[config.mk]
export PLATFORM = sky130hd
export DESIGN_NAME = nes_controller_emulator
export DESIGN_NICKNAME = d
export VERILOG_FILES = /design/src/rtl/nes_controller_emulator.sv
export SDC_FILE = /design/constraint.sdc
export NUM_CORES = 1
export LEC_CHECK = 0
export ABC_AREA = 0
export CORE_MARGIN = 4
export CORE_UTILIZATION = 50
export DETAILED_ROUTE_END_ITERATION = 10
export GPL_TIMING_DRIVEN = 0
export PLACE_DENSITY = 0.77
export SYNTH_ARGS = -nofsm -noshare
export SYNTH_HDL_FRONTEND = slang
export SYNTH_SLANG_ARGS = --single-unit
[constraint.sdc]
create_clock -name clk -period 2.7 [get_ports clk]
set_clock_uncertainty 0.15 [all_clocks]
set_input_delay 0.54 -clock clk [delete_from_list [all_inputs] [get_ports clk]]
set_output_delay 0.54 -clock clk [all_outputs]
set_load 0.1 [all_outputs]
[src/rtl/nes_controller_emulator.sv]
// Pad-side NES serial responder: synchronises the console's latch/clock pins, debounces the
// buttons, applies turbo on A/B and shifts the result out active-low on nes_data.
module nes_controller_emulator #(
  parameter int unsigned SYNC_STAGES     = 2,
  parameter int unsigned DEBOUNCE_CYCLES = 16,
  parameter int unsigned TURBO_POLLS     = 2,
  parameter int unsigned TIMEOUT_CYCLES  = 4096
) (
  input  logic       clk,
  input  logic       reset,
  input  logic [7:0] buttons_raw,
  input  logic [1:0] turbo_en,
  input  logic       nes_latch,
  input  logic       nes_clk,
  output logic       nes_data,
  output logic [7:0] buttons_db,
  output logic       poll_done,
  output logic       busy
);

  localparam int unsigned DbW = $clog2(DEBOUNCE_CYCLES) + 1;
  localparam int unsigned TpW = $clog2(TURBO_POLLS) + 1;
  localparam int unsigned ToW = $clog2(TIMEOUT_CYCLES) + 1;

  typedef enum logic [1:0] {StIdle, StLoad, StShift, StDone} state_e;

  state_e           state_q, state_d;
  logic [SYNC_STAGES-1:0] latch_sync_q, clk_sync_q;
  logic             latch_prev_q, clk_prev_q;
  logic [7:0]       btn_sync_q [SYNC_STAGES];
  logic [DbW-1:0]   db_cnt_q [8];
  logic [7:0]       buttons_db_q;
  logic [TpW-1:0]   turbo_cnt_q;
  logic             turbo_phase_q;
  logic [7:0]       sr_q, sr_d;
  logic [3:0]       bit_cnt_q, bit_cnt_d;
  logic [ToW-1:0]   timeout_q, timeout_d;
  logic             nes_data_q, nes_data_d;
  logic             poll_done_q, poll_done_d;
  logic             latch_sync, clk_sync, latch_fall, clk_rise;
  logic [7:0]       btn_synced, eff;

  assign latch_sync = latch_sync_q[SYNC_STAGES-1];
  assign clk_sync   = clk_sync_q[SYNC_STAGES-1];
  assign btn_synced = btn_sync_q[SYNC_STAGES-1];
  assign latch_fall = ~latch_sync & latch_prev_q;
  assign clk_rise   = clk_sync & ~clk_prev_q;

  always_ff @(posedge clk) begin
    if (reset) begin
      latch_sync_q <= '0;
      clk_sync_q   <= '0;
      latch_prev_q <= 1'b0;
      clk_prev_q   <= 1'b0;
      for (int i = 0; i < SYNC_STAGES; i++) btn_sync_q[i] <= '0;
    end else begin
      latch_sync_q <= {latch_sync_q[SYNC_STAGES-2:0], nes_latch};
      clk_sync_q   <= {clk_sync_q[SYNC_STAGES-2:0], nes_clk};
      latch_prev_q <= latch_sync;
      clk_prev_q   <= clk_sync;
      btn_sync_q[0] <= buttons_raw;
      for (int i = 1; i < SYNC_STAGES; i++) btn_sync_q[i] <= btn_sync_q[i-1];
    end
  end

  // Per-button debounce: a change must persist DEBOUNCE_CYCLES cycles to be accepted.
  always_ff @(posedge clk) begin
    if (reset) begin
      buttons_db_q <= '0;
      for (int i = 0; i < 8; i++) db_cnt_q[i] <= '0;
    end else begin
      for (int i = 0; i < 8; i++) begin
        if (btn_synced[i] == buttons_db_q[i]) begin
          db_cnt_q[i] <= '0;
        end else if (db_cnt_q[i] == DbW'(DEBOUNCE_CYCLES - 1)) begin
          buttons_db_q[i] <= btn_synced[i];
          db_cnt_q[i]     <= '0;
        end else begin
          db_cnt_q[i] <= db_cnt_q[i] + DbW'(1);
        end
      end
    end
  end

  always_ff @(posedge clk) begin
    if (reset) begin
      turbo_cnt_q   <= '0;
      turbo_phase_q <= 1'b0;
    end else if (poll_done_q) begin
      if (turbo_cnt_q == TpW'(TURBO_POLLS - 1)) begin
        turbo_cnt_q   <= '0;
        turbo_phase_q <= ~turbo_phase_q;
      end else begin
        turbo_cnt_q <= turbo_cnt_q + TpW'(1);
      end
    end
  end

  always_comb begin
    eff    = buttons_db_q;
    eff[0] = buttons_db_q[0] & (~turbo_en[0] | turbo_phase_q);
    eff[1] = buttons_db_q[1] & (~turbo_en[1] | turbo_phase_q);
  end

  always_ff @(posedge clk) begin
    if (reset) begin
      state_q     <= StIdle;
      sr_q        <= '0;
      bit_cnt_q   <= '0;
      timeout_q   <= '0;
      nes_data_q  <= 1'b1;
      poll_done_q <= 1'b0;
    end else begin
      state_q     <= state_d;
      sr_q        <= sr_d;
      bit_cnt_q   <= bit_cnt_d;
      timeout_q   <= timeout_d;
      nes_data_q  <= nes_data_d;
      poll_done_q <= poll_done_d;
    end
  end

  // Latch level wins over everything, including a coincident clock edge.
  always_comb begin
    state_d = state_q;
    if (latch_sync) begin
      state_d = StLoad;
    end else begin
      unique case (state_q)
        StIdle:  state_d = StIdle;
        StLoad:  if (latch_fall) state_d = StShift;
        StShift: begin
          if (clk_rise && bit_cnt_q == 4'd7) begin
            state_d = StDone;
          end else if (!clk_rise && timeout_q == ToW'(TIMEOUT_CYCLES - 1)) begin
            state_d = StIdle;
          end
        end
        StDone:  state_d = StDone;
        default: state_d = StIdle;
      endcase
    end
  end

  always_comb begin
    sr_d        = sr_q;
    bit_cnt_d   = bit_cnt_q;
    timeout_d   = '0;
    nes_data_d  = nes_data_q;
    poll_done_d = 1'b0;
    unique case (state_d)
      StIdle: nes_data_d = 1'b1;
      StLoad: begin
        sr_d       = eff;
        bit_cnt_d  = '0;
        nes_data_d = ~eff[0];
      end
      StShift: begin
        if (state_q != StShift) begin
          bit_cnt_d  = '0;
          nes_data_d = ~sr_q[0];
        end else if (clk_rise) begin
          sr_d       = sr_q >> 1;
          bit_cnt_d  = bit_cnt_q + 4'd1;
          nes_data_d = ~sr_q[1];
        end else begin
          timeout_d = timeout_q + ToW'(1);
        end
      end
      StDone: begin
        // After the 8th bit the line reads as pressed ("1" to software) like an official pad.
        nes_data_d = 1'b0;
        if (state_q == StShift) begin
          sr_d        = sr_q >> 1;
          bit_cnt_d   = 4'd8;
          poll_done_d = 1'b1;
        end
      end
      default: nes_data_d = 1'b1;
    endcase
  end

  assign nes_data   = nes_data_q;
  assign poll_done  = poll_done_q;
  assign buttons_db = buttons_db_q;
  assign busy       = (state_q == StLoad) || (state_q == StShift);

endmodule

=== Yosys cells after proc, flatten, opt, wreduce, memory -nomap -nowiden ===
Memories as Yosys holds them, arrays and structs flattened.
Index checks and enable logic that the tools add are counted.

* Add/sub/neg operators: 11
* Equal/unequal tests: 30
* Multiplexer cells: 135
* Bitwise gates (word level): 50
* Reduce and logical (&&, ||, !) cells: 20

{| class="wikitable"
|+ Operator list
! cell !! count
|-
| 5-bit 2-to-1 mux || 24
|-
| 1-bit 2-to-1 mux || 94
|-
| 5-bit by 1-bit adder with 5-bit output (second input constant) || 8
|-
| 5-bit by 4-bit == test with 1-bit output (second input constant) || 8
|-
| 8-bit 2-to-1 mux || 5
|-
| 1-bit OR || 28
|-
| 8-bit case mux with 3 select lines || 1
|-
| 1-bit inverter || 18
|-
| 2-bit AND reduction || 9
|-
| 13-bit by 1-bit adder with 13-bit output (second input constant) || 1
|-
| 13-bit by 12-bit == test with 1-bit output (second input constant) || 1
|-
| 4-bit 2-to-1 mux || 3
|-
| 4-bit case mux with 3 select lines || 1
|-
| 2-bit 2-to-1 mux || 5
|-
| 1-bit == test || 8
|-
| 2-bit == test (second input constant) || 4
|-
| 2-bit != test (second input constant) || 4
|-
| 2-bit case mux with 4 select lines || 1
|-
| 2-bit by 1-bit == test with 1-bit output (second input constant) || 3
|-
| 4-bit by 1-bit adder with 4-bit output (second input constant) || 1
|-
| 1-bit AND || 4
|-
| 4-bit by 3-bit == test with 1-bit output (second input constant) || 1
|-
| 2-bit logical NOT || 2
|-
| 1-bit case mux with 4 select lines || 1
|-
| other kinds (10) || 11
|}

* Flip-flop bits (word level): 46
* Bits in writable memories: 56
* Input port bits: 14
* Output and inout bits: 11
* Logic and storage cells: 268
* Memories: 2

{| class="wikitable"
|+ Memory list
! name !! words !! bits a word !! read ports !! clocked after Yosys merged registers in !! wr ports !! line !! source
|-
| db_cnt_q || 8 || 5 || 8 || 0 || 8 || 31 || <nowiki>logic [DbW-1:0] db_cnt_q [8];</nowiki>
|-
| btn_sync_q || 2 || 8 || 2 || 0 || 2 || 30 || <nowiki>logic [7:0] btn_sync_q [SYNC_STAGES];</nowiki>
|}

=== Logic depth before layout (Yosys ltp) ===
Gate-level depths: netlist of the first run.

* Depth in word-level cells: 11
* Gate-level depth with buffers: 10
* Depth with buffers taken out: 9

=== Least setup slack after synthesis of the first run ===
No wires, ideal clock.

* Path type: register to register
* Start point: register state_q[0]
* End point: register bit_cnt_q[3]
* Library setup time: 0.071 ns
* Arrival time: 2.074 ns
* Data required time: 2.479 ns
* Slack: 0.405 ns
* Stages on the path, launching flop included: 10
* Buffers on the path: 1
* Period minus slack after synthesis: 2.295 ns
* Path through: dfxtp_1 -> inv_1 -> ha_1 -> buf_6 -> and3_1 -> o21a_1 -> o2111ai_4 -> o21ai_0 -> or3_1 -> a21oi_1

* Word-level cells in the longest chain between the ends: 7
* Elaborated cells between the ends (all ways): 19
* Those cells by class: eq/ne: 9; mux: 7; reduce/logical: 3

{| class="wikitable"
|+ RTL lines
! item !! line !! source
|-
| start: declaration || 27 || <nowiki>state_e state_q, state_d;</nowiki>
|-
| start signal: assignment || 107 || <nowiki>state_q <= StIdle;</nowiki>
|-
| start signal: assignment || 114 || <nowiki>state_q <= state_d;</nowiki>
|-
| 2-bit 2-to-1 mux || 135 || <nowiki>end else if (!clk_rise && timeout_q == ToW'(TIMEOUT_CYCLES - 1)) begin</nowiki>
|-
| 2-bit 2-to-1 mux || 133 || <nowiki>if (clk_rise && bit_cnt_q == 4'd7) begin</nowiki>
|-
| 2-bit case mux with 4 select lines || 129 || <nowiki>unique case (state_q)</nowiki>
|-
| 2-bit 2-to-1 mux || 126 || <nowiki>if (latch_sync) begin</nowiki>
|-
| 2-bit == test / 2-bit by 1-bit == test with 1-bit output (equally long branches) || 151 || <nowiki>unique case (state_d)</nowiki>
|-
| 3-bit != test (no source line), or another cell as far along || n/a ||
|-
| 3-bit AND reduction (no source line) || n/a ||
|-
| end signal: assignment || 116 || <nowiki>bit_cnt_q <= bit_cnt_d;</nowiki>
|-
| end: declaration || 36 || <nowiki>logic [3:0] bit_cnt_q, bit_cnt_d;</nowiki>
|}

Parallel ways exist; a longest one is shown, timed or not.
A chain may end at the register's enable or synchronous reset.

=== Worst setup path after layout of the first run ===
* Start point: register buttons_db_q[2] (netlist: buttons_db[2])
* End point: output buttons_db[2]

{| class="wikitable"
|+ RTL lines
! item !! line !! source
|-
| start: declaration || 32 || <nowiki>logic [7:0] buttons_db_q;</nowiki>
|-
| start signal: indexed assignment || 76 || <nowiki>buttons_db_q[i] <= btn_synced[i];</nowiki>
|-
| end: declaration || 16 || <nowiki>output logic [7:0] buttons_db,</nowiki>
|}

No word-level cell between the ends.

==> impl_metrics.py, run 1 <==
metrics = {
    "outcome": {
        "status": "completed",
    },
    "route": {
        "routed_wl_um": 7270,
        "routed_via_density": 4.87,
        "ant_nets": 0,
        "drtIter0Drc": 61,
        "drc": 0,
        "post_drt_wl_per_cell_um": 12.0,
        "vias": 2949,
        "firstDrtPassIters": 4,
    },
    "floorplan": {
        "die_w_um": 103,
        "coreArea_um2": 8760,
        "pin_count": 25,
        "rows": 34,
        "initial_core_util_pct": 51.7,
        "die_area_um2": 10700,
        "fp.dieH_um": 103,
    },
    "critical_path": {
        "crit_path_max_fanout": 4,
        "critical-path-max-stage-delay_ns": 1.17,
        "critPathKind": "register to output pin",
        "rr_worst_depth": 9,
        "startpoint": "buttons_db[2]$_SDFFE_PP0P_",
        "critical_path_arrival_ns": 1.94,
        "slowest_stage": "clkdlybuf4s50_1",
        "critPathCaptureType": "output pin",
        "r2r_slack_ns": 0.18,
        "path_buf_inv": 1,
        "timing.rr.start": "state_q[0]$_SDFF_PP0_",
        "crit_chain": "clkdlybuf4s50_1",
        "worst_setup_path_start_kind": "register",
        "cpLargestDelayFamily": "buffers and inverters",
        "worst_ep_required_time_ns": 2.01,
        "r2r_end": "poll_done$_SDFF_PP0_",
        "crit_cells": 1,
    },
    "synthesis": {
        "synth-async-reset-ratio_pct": 0,
        "synth-seq-cells": 102,
        "synth_compound_area_share_pct": 5.63,
        "synthXorXnorAreaFrac_pct": 7.15,
        "synth_top_family_by_area": "simple AND/OR/NAND/NOR gates",
        "synth_flop_cell": "dfxtp_1",
        "synthMuxAreaShare_pct": 4.99,
        "synth-edff-count": 40,
        "ys_seq_area_share_pct": 53.9,
        "yosys_warnings": 0,
        "ys_types": 48,
        "synthCells": 417,
        "synthSimpleGateAreaFrac_pct": 18.5,
        "synthAdderAreaFrac_pct": 6.07,
        "netlist_area_um2": 4530,
        "avgSynthCellArea_um2": 10.9,
    },
    "finish": {
        "final_area_um2": 5260,
        "drive_above_1_share_pct": 8.45,
        "final_nets": 528,
        "final_cell_mix": "nor2_1 (86), dfxtp_1 (61), edfxtp_1 (40), conb_1 (40)",
        "n_fill_cell": 759,
        "syn2layout_area_growth_pct": 16.0,
        "regArea_um2": 2440,
        "final_common_cell": "nor2_1",
        "n_antenna_cell": 0,
        "multi_input_area_um2": 2070,
    },
    "placement": {
        "postPlaceCellArea_um2": 5060,
        "place_ws_ns": 0.0113,
        "port-buffer-count": 24,
        "hpwlAfterDp_um": 5430,
        "gp_congestion": 0.855,
    },
    "min_path": {
        "holdCritPathClass": "register to register",
        "holdPathStages": 1,
        "hp-start": "btn_sync_q[0][0]$_SDFF_PP0_",
        "min_to": "btn_sync_q[0][8]$_SDFF_PP0_",
    },
    "sta": {
        "post-route-period-util_pct": 97.6,
        "worst_slack_ns": 0.0658,
        "slew-limit-headroom_pct": 34.7,
        "min_period_ns": 2.63,
        "drv_slew": 0,
        "finalHoldViolCount": 0,
        "setup_viol": 0,
        "worst_slew_pin_slew_ns": 0.977,
        "fmax_ghz": 0.380,
    },
    "global_routing": {
        "grt_pass1_wl_um": 12500,
        "grt_pass1_vias": 2802,
        "antenna_found_initial": 0,
        "gr-total-overflow": 0,
        "grt_util_all_layers_pct": 15.1,
        "grt_max_degree": 18,
    },
    "cts": {
        "clk-insertion-delay-late_ns": 0.36,
        "cts_buffers": 9,
        "cts_tree": "yes",
        "cts.sinks": 102,
        "htree_num_levels": 3,
        "clk_pin_slew_ns": 0.10,
        "cts-root-buf": "clkbuf_8",
        "holdBufCountCts": 0,
        "cts.path.max_buffers": 2,
    },
    "pwr": {
        "p_total_mw": 2.64,
        "ir_drop_mv": 0.251,
        "p_leak_nw": 2.08,
        "p_per_area_nw_per_um2": 502,
    },
    "job": {
        "max_cap_violations": 0,
    },
}
[layer usage]
layer,wire [um],vias up,GRT usage (%)
met3,260,16,2.75
met2,3490,42,24.7
li1,-,1528,-
met1,3350,1363,19.2
met4,170,0,7.87
met5,0,-,0
[cell families after synthesis]
| logic type | after synthesis |
|---|---|
| fa+ha+maj | 22 |
| buf+inv | 32 |
| xor+xnor | 37 |
| compound gates | 31 |
| other cells | 1 |
| mux | 22 |
| simple gates | 170 |
| flops | 102 |
[synthesized netlist by cell type, drive strengths merged (5+ instances only)]
cell type / n / share of area, %
nand3: 17 / 1.9
dfxtp: 62 / 27
xnor2: 23 / 4.4
or3: 11 / 1.6
edfxtp: 40 / 26
a21oi: 7 / 1.0
xor2: 14 / 2.7
nor2b: 23 / 3.2
o21ai: 11 / 1.3
and3: 12 / 1.7
ha: 22 / 6.1
buf: 7 / 1.6
mux2: 5 / 1.2
inv: 22 / 1.8
mux2i: 17 / 3.8
nand2: 7 / 0.58
nor2: 86 / 7.1
[layout make-up]
type                       instances  share of cell area [%]
clock buffer                       9                    2.36
timing repair buffer              25                    5.07
sequential                       102                    46.5
buffer                            10                    1.59
clock inverter                     7                   0.952
multi-input combinational        322                    39.4
tap                              108                    2.57
inverter                          22                    1.57
[state kept, by name (all words and copies together) (netlist names)]
| register | cells |
|---|---|
| db_cnt_q | 40 |
| btn_sync_q | 16 |
| timeout_q | 13 |
| buttons_db | 8 |
| sr_q | 8 |
| bit_cnt_q | 4 |
| clk_sync_q | 2 |
| latch_sync_q | 2 |
| state_q | 2 |
| turbo_cnt_q | 2 |
| clk_prev_q | 1 |
| latch_prev_q | 1 |
| nes_data | 1 |
| poll_done | 1 |
| turbo_phase_q | 1 |
[repair_timing]
action	4_1_cts	5_1_grt
pin swaps	0	1
endpoints found under the setup margin	1	21
buffers inserted	0	1
endpoints found under the hold margin	0	0
gates resized for setup	3	4
[where the power goes]
part	switching (mW)	internal [mW]	total, mW	leakage, nW
Combinational	0.0705	0.0629	0.133	1.08
Sequential	0.0222	1.64	1.66	0.917
Clock	0.512	0.336	0.848	0.0832
[worst max-delay path by stage]
stage	end	slack, ns
floorplan	bit_cnt_q[3]$_SDFFE_PP0P_	0.40
CTS	buttons_db[7]	0.01
detailed placement	busy	0.01
finish	buttons_db[2]	0.07
global placement	busy	0.06
global route	buttons_db[2]	-0.0004
[through the flow]
stage | cells | TNS, ns | utilization (%) | hold slack, ns
3_5_place_dp | 588 | 0 | 57.7 | 0.274
6_report | 605 | 0 | 60.0 | 0.295
4_1_cts | 604 | 0 | 59.7 | 0.298
2_1_floorplan | 456 | 0 | - | 0.264
5_1_grt | 605 | -0.000384 | 60.0 | 0.308
3_3_place_gp | 588 | 0 | 57.7 | 0.269
No activity file was read; power rests on OpenSTA's default activity.
==> run 2, diff against run 1 <==
--- a/config.mk
+++ b/config.mk
@@ -6,7 +6,6 @@
 export NUM_CORES = 1
 export LEC_CHECK = 0
 export ABC_AREA = 0
-export CORE_MARGIN = 4
 export CORE_UTILIZATION = 50
 export DETAILED_ROUTE_END_ITERATION = 10
 export GPL_TIMING_DRIVEN = 0
==> constraint.sdc (replaced) <==
create_clock -name clk -period 3.3 [get_ports clk]
set_clock_uncertainty 0.15 [all_clocks]
set_input_delay 0.33 -clock clk [delete_from_list [all_inputs] [get_ports clk]]
set_output_delay 0.33 -clock clk [all_outputs]
set_load 0.1 [all_outputs]
==> run 2 against run 1 <==
  * Die area fell by 11%
  * Wire length rose by 0.65%
  * Sequential share of layout area barely moved
  * Flip-flop and latch count did not move
  * Largest cell class unchanged
  * Largest power group unchanged
  * Highest routed layer unchanged
==> impl_metrics.py, run 2 (synthesis gave the netlist of run 1 again) <==
metrics = {
    "floorplan": {
        "rows": 34,
        "fp.dieH_um": 97.2,
        "pin_count": 25,
        "initial_core_util_pct": 51.7,
        "coreArea_um2": 8760,
        "die_area_um2": 9450,
        "die_w_um": 97.2,
    },
    "placement": {
        "gp_congestion": 0.844,
        "place_ws_ns": 0.755,
        "postPlaceCellArea_um2": 5060,
        "port-buffer-count": 24,
        "hpwlAfterDp_um": 5360,
        "dp.cells": 588,
    },
    "cts": {
        "cts_buffers": 9,
        "clk-insertion-delay-late_ns": 0.38,
        "cts-root-buf": "clkbuf_8",
        "clk_pin_slew_ns": 0.10,
        "cts.sinks": 102,
        "post-cts-setup-buffer-count": 0,
        "htree_num_levels": 3,
        "cts-resized-gates": 0,
        "holdBufCountCts": 0,
        "cts.path.max_buffers": 2,
        "cts_tree": "yes",
    },
    "critical_path": {
        "critical_path_arrival_ns": 2.45,
        "critPathKind": "register to output pin",
        "crit_chain": "inv_1, ha_1, clkdlybuf4s50_1",
        "slowest_stage": "clkdlybuf4s50_1",
        "crit_path_max_fanout": 6,
        "timing.rr.start": "state_q[0]$_SDFF_PP0_",
        "critPathCaptureType": "output pin",
        "path_buf_inv": 2,
        "cpLargestDelayFamily": "buffers and inverters",
        "worst_ep_required_time_ns": 2.82,
        "worst_setup_path_start_kind": "register",
        "startpoint": "state_q[0]$_SDFF_PP0_",
        "critical-path-max-stage-delay_ns": 1.14,
    },
    "pwr": {
        "p_leak_nw": 2.06,
        "p_per_area_nw_per_um2": 427,
        "p_total_mw": 2.24,
        "ir_drop_mv": 0.199,
    },
    "sta": {
        "slew-limit-headroom_pct": 33.1,
        "rsz0062_at_grt": "no",
        "post-route-period-util_pct": 88.7,
        "setup_viol": 0,
        "holdWs_ns": 0.293,
        "worst_slack_ns": 0.373,
        "drv_slew": 0,
        "min_period_ns": 2.93,
        "finalHoldViolCount": 0,
        "setup_tns_ns": 0,
        "fmax_ghz": 0.342,
        "worst_slew_pin_slew_ns": 1.00,
    },
    "outcome": {
        "status": "completed",
    },
    "route": {
        "firstDrtPassIters": 4,
        "post_drt_wl_per_cell_um": 12.1,
        "drc": 0,
        "routed_via_density": 4.88,
        "routed_wl_um": 7320,
        "ant_nets": 0,
        "drtIter0Drc": 76,
        "vias": 2948,
    },
    "finish": {
        "regArea_um2": 2440,
        "final_nets": 527,
        "multi_input_area_um2": 2070,
        "syn2layout_area_growth_pct": 15.9,
        "drive_above_1_share_pct": 8.06,
        "final_cells": 604,
        "final_cell_mix": "nor2_1 (86), dfxtp_1 (62), edfxtp_1 (40), conb_1 (40), clkdlybuf4s50_1 (24)",
        "n_antenna_cell": 0,
        "final_area_um2": 5250,
        "top_regs": "db_cnt_q (40), btn_sync_q (16), timeout_q (13)",
        "fin_util_pct": 60.0,
        "largest_reg_flops": 40,
        "final_common_cell": "nor2_1",
        "regMostFlops": "db_cnt_q",
        "n_fill_cell": 766,
    },
    "global_routing": {
        "grt_pass1_vias": 2852,
        "grt_util_all_layers_pct": 17.1,
        "gr-total-overflow": 0,
        "grt_pass1_wl_um": 12800,
        "antenna_found_initial": 0,
        "grt_max_degree": 19,
    },
    "job": {
        "max_cap_violations": 0,
    },
    "min_path": {
        "holdCritPathClass": "register to register",
        "hp-start": "btn_sync_q[0][1]$_SDFF_PP0_",
    },
}
-- run 2: cell count changes in the layout (fill, tap and decap cells not counted), sizes merged --
cell | before | now
clkinvlp | 2 | 0
clkinv | 4 | 2
clkdlybuf4s15 | 1 | 0
clkdlybuf4s50 | 21 | 24
inv | 23 | 26
dlymetal6s2s | 2 | 0
clkbuf | 12 | 13
buf | 8 | 7
-- run 2: path summary, 6_finish.rpt --
check                                end  slack [ns]  cells past startpoint
min reg2reg  btn_sync_q[0][9]$_SDFF_PP0_        0.29                      1
min          btn_sync_q[0][9]$_SDFF_PP0_        0.29                      1
max                                 busy        0.37                      3
max reg2reg         sr_q[6]$_SDFFE_PP0P_        0.69                      9
-- run 2: final cells by class --
cell class | count | area share, %
Inverter | 22 | 1.57
Multi-Input combinational cell | 322 | 39.4
Timing Repair Buffer | 24 | 4.57
Clock buffer | 10 | 2.83
Buffer | 10 | 1.60
Clock inverter | 6 | 0.929
Sequential cell | 102 | 46.5
Tap cell | 108 | 2.57
-- run 2: metal layers --
metal	wire (um)	vias up	share of wire [%]	global-route usage (%)
met3	208	12	2.8	3.38
met4	170	0	2.3	8.14
met5	0	-	0	0
met1	3330	1379	45	21.3
li1	-	1523	-	-
met2	3610	34	49	28.7
-- run 2: power breakdown --
part / internal, mW / total [mW] / switching, mW
Combinational: 0.0501 / 0.107 / 0.0573
Sequential: 1.34 / 1.36 / 0.0180
Clock: 0.331 / 0.778 / 0.446
Total: 1.72 / 2.24 / 0.522
==> run 3, diff against run 2 <==
--- a/config.mk
+++ b/config.mk
@@ -6,6 +6,7 @@
 export NUM_CORES = 1
 export LEC_CHECK = 0
 export ABC_AREA = 0
+export ABC_CLOCK_PERIOD_IN_PS = 3300
 export CORE_UTILIZATION = 50
 export DETAILED_ROUTE_END_ITERATION = 10
 export GPL_TIMING_DRIVEN = 0
==> results of run 3 <==
No change in the layout: final DEF, timing and power equal those of run 2.
